--- src/rtl/fp_dot_accumulator.sv ---
// Sequential FP32 dot-product accumulator: align/add/normalize per product, valid/ready in and out.
// Build option: define ROUND_NEAREST_EN for round-to-nearest-even; default truncates toward zero.
module fp_dot_accumulator #(
  parameter int GUARD_BITS  = 3,
  parameter int COUNT_WIDTH = 16
) (
  input  logic                   Clk,
  input  logic                   Rst,
  input  logic [31:0]            In_Product,
  input  logic                   In_Valid,
  input  logic                   In_Last,
  output logic                   In_Ready,
  output logic [31:0]            Out_Sum,
  output logic [COUNT_WIDTH-1:0] Out_Count,
  output logic                   Out_Valid,
  input  logic                   Out_Ready
);

  localparam int W    = 24 + GUARD_BITS;
  localparam int LZ_W = $clog2(W + 1);

  localparam logic [2:0] IDLE  = 3'd0;
  localparam logic [2:0] ALIGN = 3'd1;
  localparam logic [2:0] ADD   = 3'd2;
  localparam logic [2:0] NORM  = 3'd3;
  localparam logic [2:0] OUT   = 3'd4;

  logic [2:0]             state_r;
  logic [31:0]            prod_r;
  logic                   last_r;
  logic [31:0]            acc_r;
  logic [COUNT_WIDTH-1:0] count_r;
  logic                   in_ready_r;
  logic                   out_valid_r;
  logic [31:0]            out_sum_r;
  logic [COUNT_WIDTH-1:0] out_count_r;
  logic [W-1:0]           big_sig_r;
  logic [W-1:0]           small_sig_r;
  logic [7:0]             ref_exp_r;
  logic                   sign_r;
  logic                   sub_r;
  logic                   special_r;
  logic [31:0]            special_val_r;
  logic [W:0]             sum_r;

  function automatic logic [LZ_W-1:0] lzc(input logic [W-1:0] v);
    logic [LZ_W-1:0] n;
    logic            found;
    n     = '0;
    found = 1'b0;
    for (int i = W - 1; i >= 0; i--) begin
      if (!found) begin
        if (v[i]) found = 1'b1;
        else      n = n + LZ_W'(1);
      end
    end
    return n;
  endfunction

  logic [30:0]  acc_mag_s, prod_mag_s;
  logic [W-1:0] acc_sig_s, prod_sig_s, big_sig_s, small_sig_s, small_al_s, lost_mask_s;
  logic [7:0]   big_exp_s, small_exp_s, diff_s;
  logic         big_sign_s, small_sign_s;
  logic         acc_nan_s, acc_inf_s, special_s;
  logic [31:0]  special_val_s;

  // Alignment: pick the larger magnitude as reference, shift the other with sticky, detect Inf/NaN
  always_comb begin
    acc_mag_s  = (acc_r[30:23]  == 8'd0) ? 31'd0 : acc_r[30:0];
    prod_mag_s = (prod_r[30:23] == 8'd0) ? 31'd0 : prod_r[30:0];
    acc_sig_s  = (acc_r[30:23]  == 8'd0) ? '0 : {1'b1, acc_r[22:0],  {GUARD_BITS{1'b0}}};
    prod_sig_s = (prod_r[30:23] == 8'd0) ? '0 : {1'b1, prod_r[22:0], {GUARD_BITS{1'b0}}};
    if (prod_mag_s > acc_mag_s) begin
      big_sig_s    = prod_sig_s;
      big_exp_s    = prod_mag_s[30:23];
      big_sign_s   = prod_r[31];
      small_sig_s  = acc_sig_s;
      small_exp_s  = acc_mag_s[30:23];
      small_sign_s = acc_r[31];
    end else begin
      big_sig_s    = acc_sig_s;
      big_exp_s    = acc_mag_s[30:23];
      big_sign_s   = acc_r[31];
      small_sig_s  = prod_sig_s;
      small_exp_s  = prod_mag_s[30:23];
      small_sign_s = prod_r[31];
    end
    diff_s      = big_exp_s - small_exp_s;
    lost_mask_s = ~({W{1'b1}} << diff_s);
    if (32'(diff_s) >= W) begin
      small_al_s = {{(W-1){1'b0}}, |small_sig_s};
    end else begin
      small_al_s = (small_sig_s >> diff_s) | {{(W-1){1'b0}}, |(small_sig_s & lost_mask_s)};
    end

    acc_nan_s     = (acc_r[30:23] == 8'hFF) && (acc_r[22:0] != 23'd0);
    acc_inf_s     = (acc_r[30:23] == 8'hFF) && (acc_r[22:0] == 23'd0);
    special_s     = 1'b0;
    special_val_s = 32'd0;
    if (acc_nan_s) begin
      special_s     = 1'b1;
      special_val_s = 32'h7FC0_0000;
    end else if (prod_r[30:23] == 8'hFF) begin
      special_s = 1'b1;
      if (acc_inf_s && (acc_r[31] != prod_r[31])) special_val_s = 32'h7FC0_0000;
      else                                        special_val_s = {prod_r[31], 8'hFF, 23'd0};
    end else if (acc_inf_s) begin
      special_s     = 1'b1;
      special_val_s = acc_r;
    end else begin
      special_s     = 1'b0;
      special_val_s = 32'd0;
    end
  end

  logic [W-1:0]    norm_s;
  logic            lost_s;
  logic [9:0]      exp_s;
  logic [22:0]     frac_s;
  logic [LZ_W-1:0] lz_s;
  logic [31:0]     acc_next_s;
`ifdef ROUND_NEAREST_EN
  logic [23:0]     frac_inc_s;
  logic            round_up_s;
`else
  logic            unused_round_s;
  assign unused_round_s = ^{norm_s[GUARD_BITS-1:0], lost_s};
`endif

  // Normalization; exp_s is 10 bits so an underflow shows up as a set bit 9
  always_comb begin
    lz_s = lzc(sum_r[W-1:0]);
    if (sum_r[W]) begin
      norm_s = sum_r[W:1];
      lost_s = sum_r[0];
      exp_s  = {2'b00, ref_exp_r} + 10'd1;
    end else begin
      norm_s = sum_r[W-1:0] << lz_s;
      lost_s = 1'b0;
      exp_s  = {2'b00, ref_exp_r} - 10'(lz_s);
    end
    frac_s = norm_s[W-2:GUARD_BITS];
`ifdef ROUND_NEAREST_EN
    round_up_s = norm_s[GUARD_BITS-1] &&
                 ((|norm_s[GUARD_BITS-2:0]) || lost_s || frac_s[0]);
    frac_inc_s = {1'b0, frac_s} + 24'd1;
    if (round_up_s) begin
      frac_s = frac_inc_s[22:0];
      exp_s  = exp_s + {9'd0, frac_inc_s[23]};
    end else begin
      frac_s = norm_s[W-2:GUARD_BITS];
    end
`endif
    if (special_r)                         acc_next_s = special_val_r;
    else if (!norm_s[W-1])                 acc_next_s = 32'd0;
    else if (exp_s[9] || exp_s == 10'd0)   acc_next_s = 32'd0;
    else if (exp_s >= 10'd255)             acc_next_s = {sign_r, 8'hFF, 23'd0};
    else                                   acc_next_s = {sign_r, exp_s[7:0], frac_s};
  end

  // Control FSM plus all pipeline, accumulator and output registers
  always_ff @(posedge Clk) begin
    if (Rst) begin
      state_r       <= IDLE;
      prod_r        <= 32'd0;
      last_r        <= 1'b0;
      acc_r         <= 32'd0;
      count_r       <= '0;
      in_ready_r    <= 1'b0;
      out_valid_r   <= 1'b0;
      out_sum_r     <= 32'd0;
      out_count_r   <= '0;
      big_sig_r     <= '0;
      small_sig_r   <= '0;
      ref_exp_r     <= 8'd0;
      sign_r        <= 1'b0;
      sub_r         <= 1'b0;
      special_r     <= 1'b0;
      special_val_r <= 32'd0;
      sum_r         <= '0;
    end else begin
      case (state_r)
        IDLE: begin
          if (In_Valid && in_ready_r) begin
            prod_r     <= In_Product;
            last_r     <= In_Last;
            count_r    <= count_r + COUNT_WIDTH'(1);
            in_ready_r <= 1'b0;
            state_r    <= ALIGN;
          end else begin
            in_ready_r <= 1'b1;
          end
        end
        ALIGN: begin
          big_sig_r     <= big_sig_s;
          small_sig_r   <= small_al_s;
          ref_exp_r     <= big_exp_s;
          sign_r        <= big_sign_s;
          sub_r         <= big_sign_s ^ small_sign_s;
          special_r     <= special_s;
          special_val_r <= special_val_s;
          state_r       <= ADD;
        end
        ADD: begin
          if (sub_r) sum_r <= {1'b0, big_sig_r} - {1'b0, small_sig_r};
          else       sum_r <= {1'b0, big_sig_r} + {1'b0, small_sig_r};
          state_r <= NORM;
        end
        NORM: begin
          acc_r <= acc_next_s;
          if (last_r) begin
            out_sum_r   <= acc_next_s;
            out_count_r <= count_r;
            out_valid_r <= 1'b1;
            state_r     <= OUT;
          end else begin
            in_ready_r <= 1'b1;
            state_r    <= IDLE;
          end
        end
        OUT: begin
          if (Out_Ready) begin
            acc_r       <= 32'd0;
            count_r     <= '0;
            out_valid_r <= 1'b0;
            in_ready_r  <= 1'b1;
            state_r     <= IDLE;
          end else begin
            out_valid_r <= 1'b1;
          end
        end
        default: begin
          state_r     <= IDLE;
          in_ready_r  <= 1'b0;
          out_valid_r <= 1'b0;
        end
      endcase
    end
  end

  assign In_Ready  = in_ready_r;
  assign Out_Valid = out_valid_r;
  assign Out_Sum   = out_sum_r;
  assign Out_Count = out_count_r;

endmodule

--- config.mk ---
export PLATFORM = sky130hd
export DESIGN_NAME = fp_dot_accumulator
export DESIGN_NICKNAME = d
export VERILOG_FILES = /design/src/rtl/fp_dot_accumulator.sv
export SDC_FILE = /design/constraint.sdc
export NUM_CORES = 1
export LEC_CHECK = 0
export BUFFER_PORTS_ARGS = -buffer_cell sky130_fd_sc_hd__buf_2
export CAP_MARGIN = 15
export CELL_PAD_IN_SITES_DETAIL_PLACEMENT = 1
export CELL_PAD_IN_SITES_GLOBAL_PLACEMENT = 1
export CORE_ASPECT_RATIO = 2
export CORE_MARGIN = 3
export CORE_UTILIZATION = 50
export CTS_CLUSTER_SIZE = 10
export DETAILED_ROUTE_END_ITERATION = 6
export PLACE_DENSITY = 0.94
export SETUP_SLACK_MARGIN = 0.3
export SYNTH_ARGS = -nofsm -noshare
export SYNTH_HDL_FRONTEND = slang
export SYNTH_SLANG_ARGS = --single-unit
--- constraint.sdc ---
create_clock -name Clk -period 30 [get_ports Clk]
set_input_delay 7.5 -clock Clk [delete_from_list [all_inputs] [get_ports Clk]]
set_output_delay 7.5 -clock Clk [all_outputs]
set_load 0.02 [all_outputs]
* Word-level counts from Yosys, hierarchy flattened *
Index checks and enable logic that the tools add are counted.

storage, ports and cells
  register bits = 259
  word-level logic and storage cells = 241
  output and inout bits = 50

operators by class
  bitwise operators = 6
  reduce and logical (&&, ||, !) cells = 24
  $add $sub $neg = 32
  $lt $le $gt $ge = 3
  multiplexer cells = 145
  equality and inequality tests = 11
  shift-type cells = 3

operators by type and width
  kind                     count
  $mux W5                  52
  $mux W32                 8
  $mux W27                 6
  $add A5 B1 Y5 const B    26
  $mux W31                 3
  $pmux W32 S2             1
  $mux W1                  62
  $reduce_or A27 Y1        2
  $mux W16                 2
  $pmux W16 S2             1
  $gt A31 B31 Y1           1
  $add A27 B27 Y28         1
  $mux W28                 1
  $sub A27 B27 Y28         1
  $and A27 B27 Y27         1
  $not A27 Y27             1
  $or A27 B1 Y27           1
  $shl A27 B5 Y27          1
  $shl A27 B8 Y27 const A  1
  $shr A27 B8 Y27          1
  $logic_not A23 Y1        1
  $reduce_bool A23 Y1      1
  $add A16 B1 Y16 const B  1
  $eq A8 B8 Y1 const B     2
  28 further kinds         46

* Longest topological paths before layout *
Gate-level depths: netlist (run 1).

  depth after elaboration = 87
  gate-level depth with buffers = 82
  mapped depth without buffers = 79

* Worst setup path after synthesis (run 1) *
Ideal clock, no wire load.

  path type = register to register
  from = register sum_r[24]
  to = register out_sum_r[13] (netlist: Out_Sum[13])
  setup time = 132 ps
  clock period less this slack = 13,929 ps
  buffers on the path = 6
  slack = 16,071 ps
  stages on the path, launching flop included = 77
  arrival = 13,797 ps
  path through = dfxtp_1 > or4_1 > buf_2 > and2_1 > ha_1 > nor2b_1 > o21ai_0 > mux2i_1 > o21ai_0 > ha_1 > a21o_1 > o211ai_1 > a21oi_1 > ha_1 > o221a_2 > a41oi_1 > and2_1 > inv_1 > [41 not listed] > buf_2 > buf_2 > buf_1 > ha_1 > nor2b_1 > o21ai_0 > nand2b_1 > a21o_1 > nand2_1 > nand3_1 > o21ai_0 > xor2_1 > a41o_1 > clkbuf_1 > buf_1 > nor3_1 > o21ai_1 > a21oi_1

between the ends
  longest elaborated chain between the ends = 81
  elaborated cells on any way between the ends = 110
  classes of those cells = add/sub (25); order compare (1); shift (1); mux (81); reduce/logical (2)

ends and longest elaborated chain
  element                                             line      text
  start, declared                                     44        logic [W:0] sum_r;
  start signal, assigned                              205       if (sub_r) sum_r <= {1'b0, big_sig_r} - {1'b0, small_sig_r};
  start signal, assigned                              206       else sum_r <= {1'b0, big_sig_r} + {1'b0, small_sig_r};
  $mux W5                                             53        if (v[i]) found = 1'b1;
  $mux W5                                             52        if (!found) begin
  $add A5 B1 Y5                                       54        else n = n + LZ_W'(1);
  $mux W5                                             53
  $mux W5                                             52
  $add A5 B1 Y5                                       54
  $mux W5                                             53
  $mux W5                                             52
  [65 not listed]                                     --
  $mux W5                                             52
  $sub A8 B5 Y9                                       140       exp_s = {2'b00, ref_exp_r} - 10'(lz_s);
  $mux W10                                            133       if (sum_r[W]) begin
  $ge A10 B8 Y1 or $logic_not A10 Y1 (tied branches)  157, 156
  $mux W31 or $logic_or A1 B1 Y1 (tied branches)      157, 156
  $mux W32                                            156       else if (exp_s[9] || exp_s == 10'd0) acc_next_s = 32'd0;
  $mux W32 (*)                                        155       else if (!norm_s[W-1]) acc_next_s = 32'd0;
  $mux W32 (*)                                        154       if (special_r) acc_next_s = special_val_r;
  end signal, assigned                                212       out_sum_r <= acc_next_s;
  end, declared                                       35        logic [31:0] out_sum_r;

Mark *: on every way between the ends. The rest lies on a longest branch, timed or not.
A chain may end at the register's enable or synchronous reset.

* Final worst setup path (run 1) *
  from = register sum_r[24]
  to = register acc_r[18]

between the ends
  longest elaborated chain between the ends = 82
  elaborated cells on any way between the ends = 111
  classes of those cells = add/sub (25); order compare (1); shift (1); mux (82); reduce/logical (2)

ends and longest elaborated chain
  element                                             line      text
  $mux W5                                             53
  $mux W5                                             52
  $add A5 B1 Y5                                       54
  $mux W5                                             53
  $mux W5                                             52
  $add A5 B1 Y5                                       54
  $mux W5                                             53
  $mux W5                                             52
  [66 not listed]                                     --
  $sub A8 B5 Y9                                       140
  $mux W10                                            133
  $ge A10 B8 Y1 or $logic_not A10 Y1 (tied branches)  157, 156
  $mux W31 or $logic_or A1 B1 Y1 (tied branches)      157, 156
  $mux W32                                            156
  $mux W32 (*)                                        155
  $mux W32 (*)                                        154
  $pmux W32 S2 (*)                                    182       case (state_r)
  end signal, assigned                                210       acc_r <= acc_next_s;
  end, declared                                       31        logic [31:0] acc_r;

Marked as above.

==> run summary, run 1 <==
Primary FF master, synth: dfxtp_1
Crit-path max cell delay: 810 ps
Reg2Reg Capture Point: acc_r[18]
Cell count after synthesis: 2641
Core area: 37540 um2
Outcome: finished, final reports clean
Largest net degree at the start of global routing: 93
Worst hold start: special_val_r[13]
CP startpoint: sum_r[24]
Critical path type: reg -> reg
Post-synth EDFFs: 0
Hold crit path type: reg -> reg
Chip width: 144.5 um
Crit-path max FO: 25
Instance count on the critical path: 77
Max-cap viol count: 0
GRT Residual Overflow: 0
Clk buf depth: 3
Worst path slowest cell: or4_1
CTS tree: done
CP Capture Type: flop
Pre-CTS setup slack: 13380 ps
Synthesized area: 19170 um2
IO buf count: 86
Setup TNS: 0 ps
RD Place Congestion: 0.9852
Worst r2r src: sum_r[24]
Clk sink count: 256
Synth cell types: 99
Register area share after synthesis: 26.73%
Initial antenna violation count: 1
Critical Path RT: 30510 ps
Worst-Margin Slew: 1174 ps
Cell Rows: 100
Max_slew headroom: 19.70%
Max Transition Viols Final: 0
First-pass GRT wire length: 125300 um
Fin crit share: 57.67%
Seq cells post-synth: 256
Family with the most delay on the worst path: compound AO/OA/AOI/OAI gates
Post-CTS Hold Fix Bufs: 0
RSZ-0062 raised after global routing: false
DRC: 0
Fillers: 4740
Tot GR Track Use: 39.15%
R2R depth: 77
Yosys warns: 0
Initial Utilization: 51.07%
Final Hold Fails: 0
Via count: 21260
# placed instances: 3029
Detailed Route WL: 87210 um
Worst EP arrival: 17810 ps
Syn_nets: 2766
Critical Path Start Type: flop
DR pass1 iterations: 6
Io pins: 87
Area grow syn2layout: 7.134%
Vias in the first global route: 22090
Clock root cell: clkbuf_16
Skew final: 30.02 ps
Die Height: 282.9 um
CP dominant cell by count: ha_1
Commonest non-fill, non-tap cell in the layout: nand2_1
Routed length per placed instance: 28.43 um
Layout cells sized above 1: 9.136%
Vias per cell: 6.932
Final setup viols: 0
Latest clock arrival within the worst-skew pair: 600 ps
Final min period: 17300 ps
Number of gates resized after cts: 0
WP buf/inv: 4
Post-route worst setup slack: 12700 ps
Critical path destination: acc_r[18]
Number of DRC violations after detailed-routing iteration 0: 2100
Fmax: 0.05780 GHz
Syn_area_per_cell: 7.258 um2
Layout Nets: 2728
R2R setup slack: 12700 ps
Clock transition at path regs: 60 ps
Post-route insts no fill: 3067
Hpwl dp: 58150 um
Commonest cells after routing, fill and taps aside: nand2_1 (385), nor2_1 (323), a21oi_1 (264), dfxtp_1 (256), o21ai_0 (104)
Setup bufs post-CTS: 0
Htree depth: 1
Final ANT Viol Nets: 0
Die ar.: 40870 um2
Post-synth ARST share: 0%
CTS buffer count: 29
-- cells by family (layout without fill, tap and decap cells) --
| group | Yosys count | count (layout) | synth area share (%) |
|---|---|---|---|
| fa+ha+maj | 91 | 91 | 5.940 |
| flops | 256 | 256 | 26.73 |
| mux | 120 | 120 | 6.690 |
| simple gates | 1100 | 1100 | 26.33 |
| compound gates | 679 | 679 | 22.53 |
| xor+xnor | 124 | 124 | 6.227 |
| other cells | 0 | 3 | 0 |
| buf+inv | 271 | 235 | 5.548 |
-- metal layers --
metal | share of wire [%] | vias to the layer above | global-route usage (%)
li1 | - | 9149 | -
met1 | 31 | 10160 | 36.92
met2 | 49 | 1284 | 67.86
met3 | 7.8 | 670 | 7.916
met4 | 13 | 0 | 36.83
met5 | 0 | - | 0
-- cells in the mapped netlist, types with 20 or more instances --
master      n  area (um2)
a31oi_1    20       125.1
nor3_1     67       335.3
a21oi_1   264        1321
xnor2_1    68       595.6
a22oi_1    27       202.7
clkbuf_1  152       570.6
nand2b_1   27       168.9
a211oi_1   58       435.4
o21ai_1    21       105.1
xor2_1     45       394.1
a21o_1     24       180.2
and2_1     46       287.8
inv_1      75       281.5
nand4_1    22       137.6
buf_1      21       78.83
ha_1       87        1089
nand3_1    93       465.5
nand2_1   385        1445
o21ai_0   104       520.5
nor2b_1    38       237.7
mux2i_1   100        1001
dfxtp_1   256        5125
nor2_1    323        1212
o21a_1     34       255.2
-- state kept, by name, summed over array words and instances, names as in the netlist --
signal         flops
Out_Sum           32
acc_r             32
prod_r            32
special_val_r     32
sum_r             28
small_sig_r       27
big_sig_r         24
Out_Count         16
count_r           16
ref_exp_r          8
state_r            3
In_Ready           1
Out_Valid          1
last_r             1
sign_r             1
special_r          1
sub_r              1
-- layout make-up --
| type | count | area, um2 | share of cell area (%) |
|---|---|---|---|
| diodes | 3 | 7.507 | 0.03655 |
| clock buffers | 32 | 747.0 | 3.637 |
| clock inverters | 1 | 20.02 | 0.09748 |
| inverters | 80 | 300.3 | 1.462 |
| multi-input cells | 2114 | 13020 | 63.42 |
| flip-flops and latches | 256 | 5125 | 24.95 |
| well taps | 459 | 574.3 | 2.796 |
| repair buffers | 122 | 739.5 | 3.601 |
-- how the worst min path moves through the flow --
stage | slack (ps) | to | cells past startpoint
2_1_floorplan | 420 | special_val_r[13] | 1
3_3_place_gp | 430 | special_val_r[22] | 2
3_5_place_dp | 440 | special_val_r[13] | 1
4_1_cts | 460 | special_val_r[13] | 1
5_1_grt | 480 | special_val_r[13] | 1
6_report | 460 | special_val_r[13] | 1
-- through the flow --
stage / instance area [um2] / hold slack (ps) / utilization, %
after floorplan: 19170 / 420.9 / -
after global placement: 19720 / 434.5 / 52.52
after detailed placement: 19720 / 441.7 / 52.52
after CTS: 20480 / 459.0 / 54.57
after global routing: 20530 / 478.6 / 54.69
final: 20540 / 460.4 / 54.71
Power of run 1 is not shown: default switching activity piles up to over one toggle a cycle in this logic, so the estimate is an artifact.
==> inputs of run 2 (changes only) <==
CORE_UTILIZATION = 42   (was 50)
PLACE_DENSITY = 0.85   (was 0.94)
clock period = 14.32 ns   (was 30 ns; I/O delays follow)
==> run 2 against run 1 <==
  * The run now ends with negative setup slack left
  * First-iteration DRC count down 30%
  * Sequential cell count unchanged
  * Core utilization down 6.0 points
  * Sequential share of layout area down 1.6 points
  * Count of clock-buffer cells in the layout down 1
  * Final area up 6.8%
  * Highest routed layer unchanged
  * Routed wire length down 8.7%
  * Critical endpoint is now acc_r[15]
==> run summary, run 2 (synthesized netlist as in run 1, its figures left out) <==
Clock root cell: clkbuf_16
Hpwl dp: 57180 um (-1.7%)
Die ar.: 48400 um2 (+18%)
Latest clock arrival within the worst-skew pair: 580 ps (-20 ps)
Outcome: finished, violations left
Failing checks: negative setup slack
Crit-path max FO: 4 (-84%)
# placed instances: 3151 (+4.0%)
CTS buffer count: 29 (unchanged)
DRC: 0 (unchanged)
Post-route insts no fill: 3229 (+5.3%)
Vias in the first global route: 21430 (-3.0%)
Clock transition at path regs: 60 ps (about the same)
Design Area, Final: 21940 um2 (+6.8%)
Die Height: 308.1 um (+8.9%)
Worst-Margin Slew: 1095 ps (-79.59 ps)
Final ANT Viol Nets: 0 (unchanged)
Io pins: 87 (unchanged)
Max Transition Viols Final: 0 (unchanged)
Number of DRC violations after detailed-routing iteration 0: 1464 (-30%)
CTS tree: done
Setup TNS: -255.5 ps (-255.5 ps)
IO buf count: 86 (unchanged)
Layout cells sized above 1: 15.18% (+6.0 points)
Worst path slowest cell: or4_4
Chip width: 157.1 um (+8.7%)
Max-cap viol count: 0 (unchanged)
Critical Path RT: 14800 ps (-15710 ps)
Layout Nets: 2792 (+2.3%)
Final setup viols: 7 (+7)
Cell Rows: 110 (+10%)
Crit-path max cell delay: 510 ps (-300 ps)
Commonest cells after routing, fill and taps aside: nand2_1 (381), nor2_1 (308), dfxtp_1 (253), a21oi_1 (250), mux2i_1 (99)
Htree depth: 1 (unchanged)
Initial Utilization: 42.59% (-8.5 points)
Critical Path Start Type: flop
Critical path type: reg -> reg
RSZ-0062 raised after global routing: true
Clk buf depth: 3 (unchanged)
Vias per cell: 6.365 (-8.2%)
Fmax: 0.06919 GHz (+20%)
Final min period: 14450 ps (-2848 ps)
Hold crit path type: reg -> reg
WP buf/inv: 5 (+1)
Largest net degree at the start of global routing: 90 (-3.2%)
CP dominant cell by count: ha_1
GRT Residual Overflow: 0 (unchanged)
CP Capture Type: flop
Post-route worst setup slack: -132.9 ps (-12830 ps)
Detailed Route WL: 79670 um (-8.7%)
First-pass GRT wire length: 116700 um (-6.8%)
Routed length per placed instance: 24.67 um (-13%)
Family with the most delay on the worst path: compound AO/OA/AOI/OAI gates
Post-CTS Hold Fix Bufs: 0 (unchanged)
RD Place Congestion: 1.001 (+1.6%)
Initial antenna violation count: 3 (+2)
Placed Area: 20020 um2 (+1.6%)
Core area: 45010 um2 (+20%)
Area grow syn2layout: 14.44%
Clk sink count: 256 (unchanged)
Fin crit share: 100.9% (+43 points)
DR pass1 iterations: 5 (-1)
Skew final: 17.72 ps (-12.30 ps)
End-of-flow core utilization: 48.75% (-6.0 points)
Via count: 20550 (-3.3%)
Worst EP arrival: 14930 ps (-2880 ps)
Final Hold Fails: 0 (unchanged)
Commonest non-fill, non-tap cell in the layout: nand2_1
Max_slew headroom: 26.70% (+7.0 points)
Tot GR Track Use: 30.24% (-8.9 points)
==> run 2: worst min-delay path: stages, from the launching register on <==
cell and delay (ps):
dfxtp_1 300, nand2_1 50, a21oi_1 50
==> run 2: metal layers <==
layer  vias to the layer above  GRT usage, %  part of all wire, %
li1                       9301             -                    -
met1                      9905         28.26                   32
met2                       856         55.60                   51
met3                       489         3.749                  4.9
met4                         0         27.66                   12
met5                         -             0                    0
==> run 2: path summary, 6_finish.rpt <==
path,startpoint,depth (start not counted),end,slack [ps]
max reg2reg,sum_r[25],78,acc_r[15],-130
max,sum_r[25],78,acc_r[15],-130
min reg2reg,Out_Sum[12],2,Out_Sum[12],450
min,Out_Sum[12],2,Out_Sum[12],450
==> run 2: layout make-up <==
| class | count | area (um2) |
|---|---|---|
| fill | 5574 | 23070 |
| multi-input combinational | 2115 | 13730 |
| sequential | 256 | 5129 |
| timing repair buffer | 185 | 1299 |
| clock buffer | 31 | 753.2 |
| tap | 560 | 700.7 |
| inverter | 80 | 302.8 |
| clock inverter | 1 | 20.02 |
| antenna | 1 | 2.502 |
==> run 2: what timing repair did <==
action                                  in CTS  in global routing
gates resized for setup                     43                121
buffers inserted                            11                 29
pin swaps                                   24                 70
endpoints found under the setup margin      64                 64
hold endpoints to repair                     0                  0
cloned                                       1                  3
==> run 2: per-stage QoR <==
stage	hold WS (ps)	worst slack (ps)
global route	463.5	-664.8
detailed placement	439.5	-594.2
CTS	451.2	307.3
floorplan	420.9	390.6
global placement	435.5	351.6
finish	446.6	-132.9
Power of run 2 is left out for the same reason.
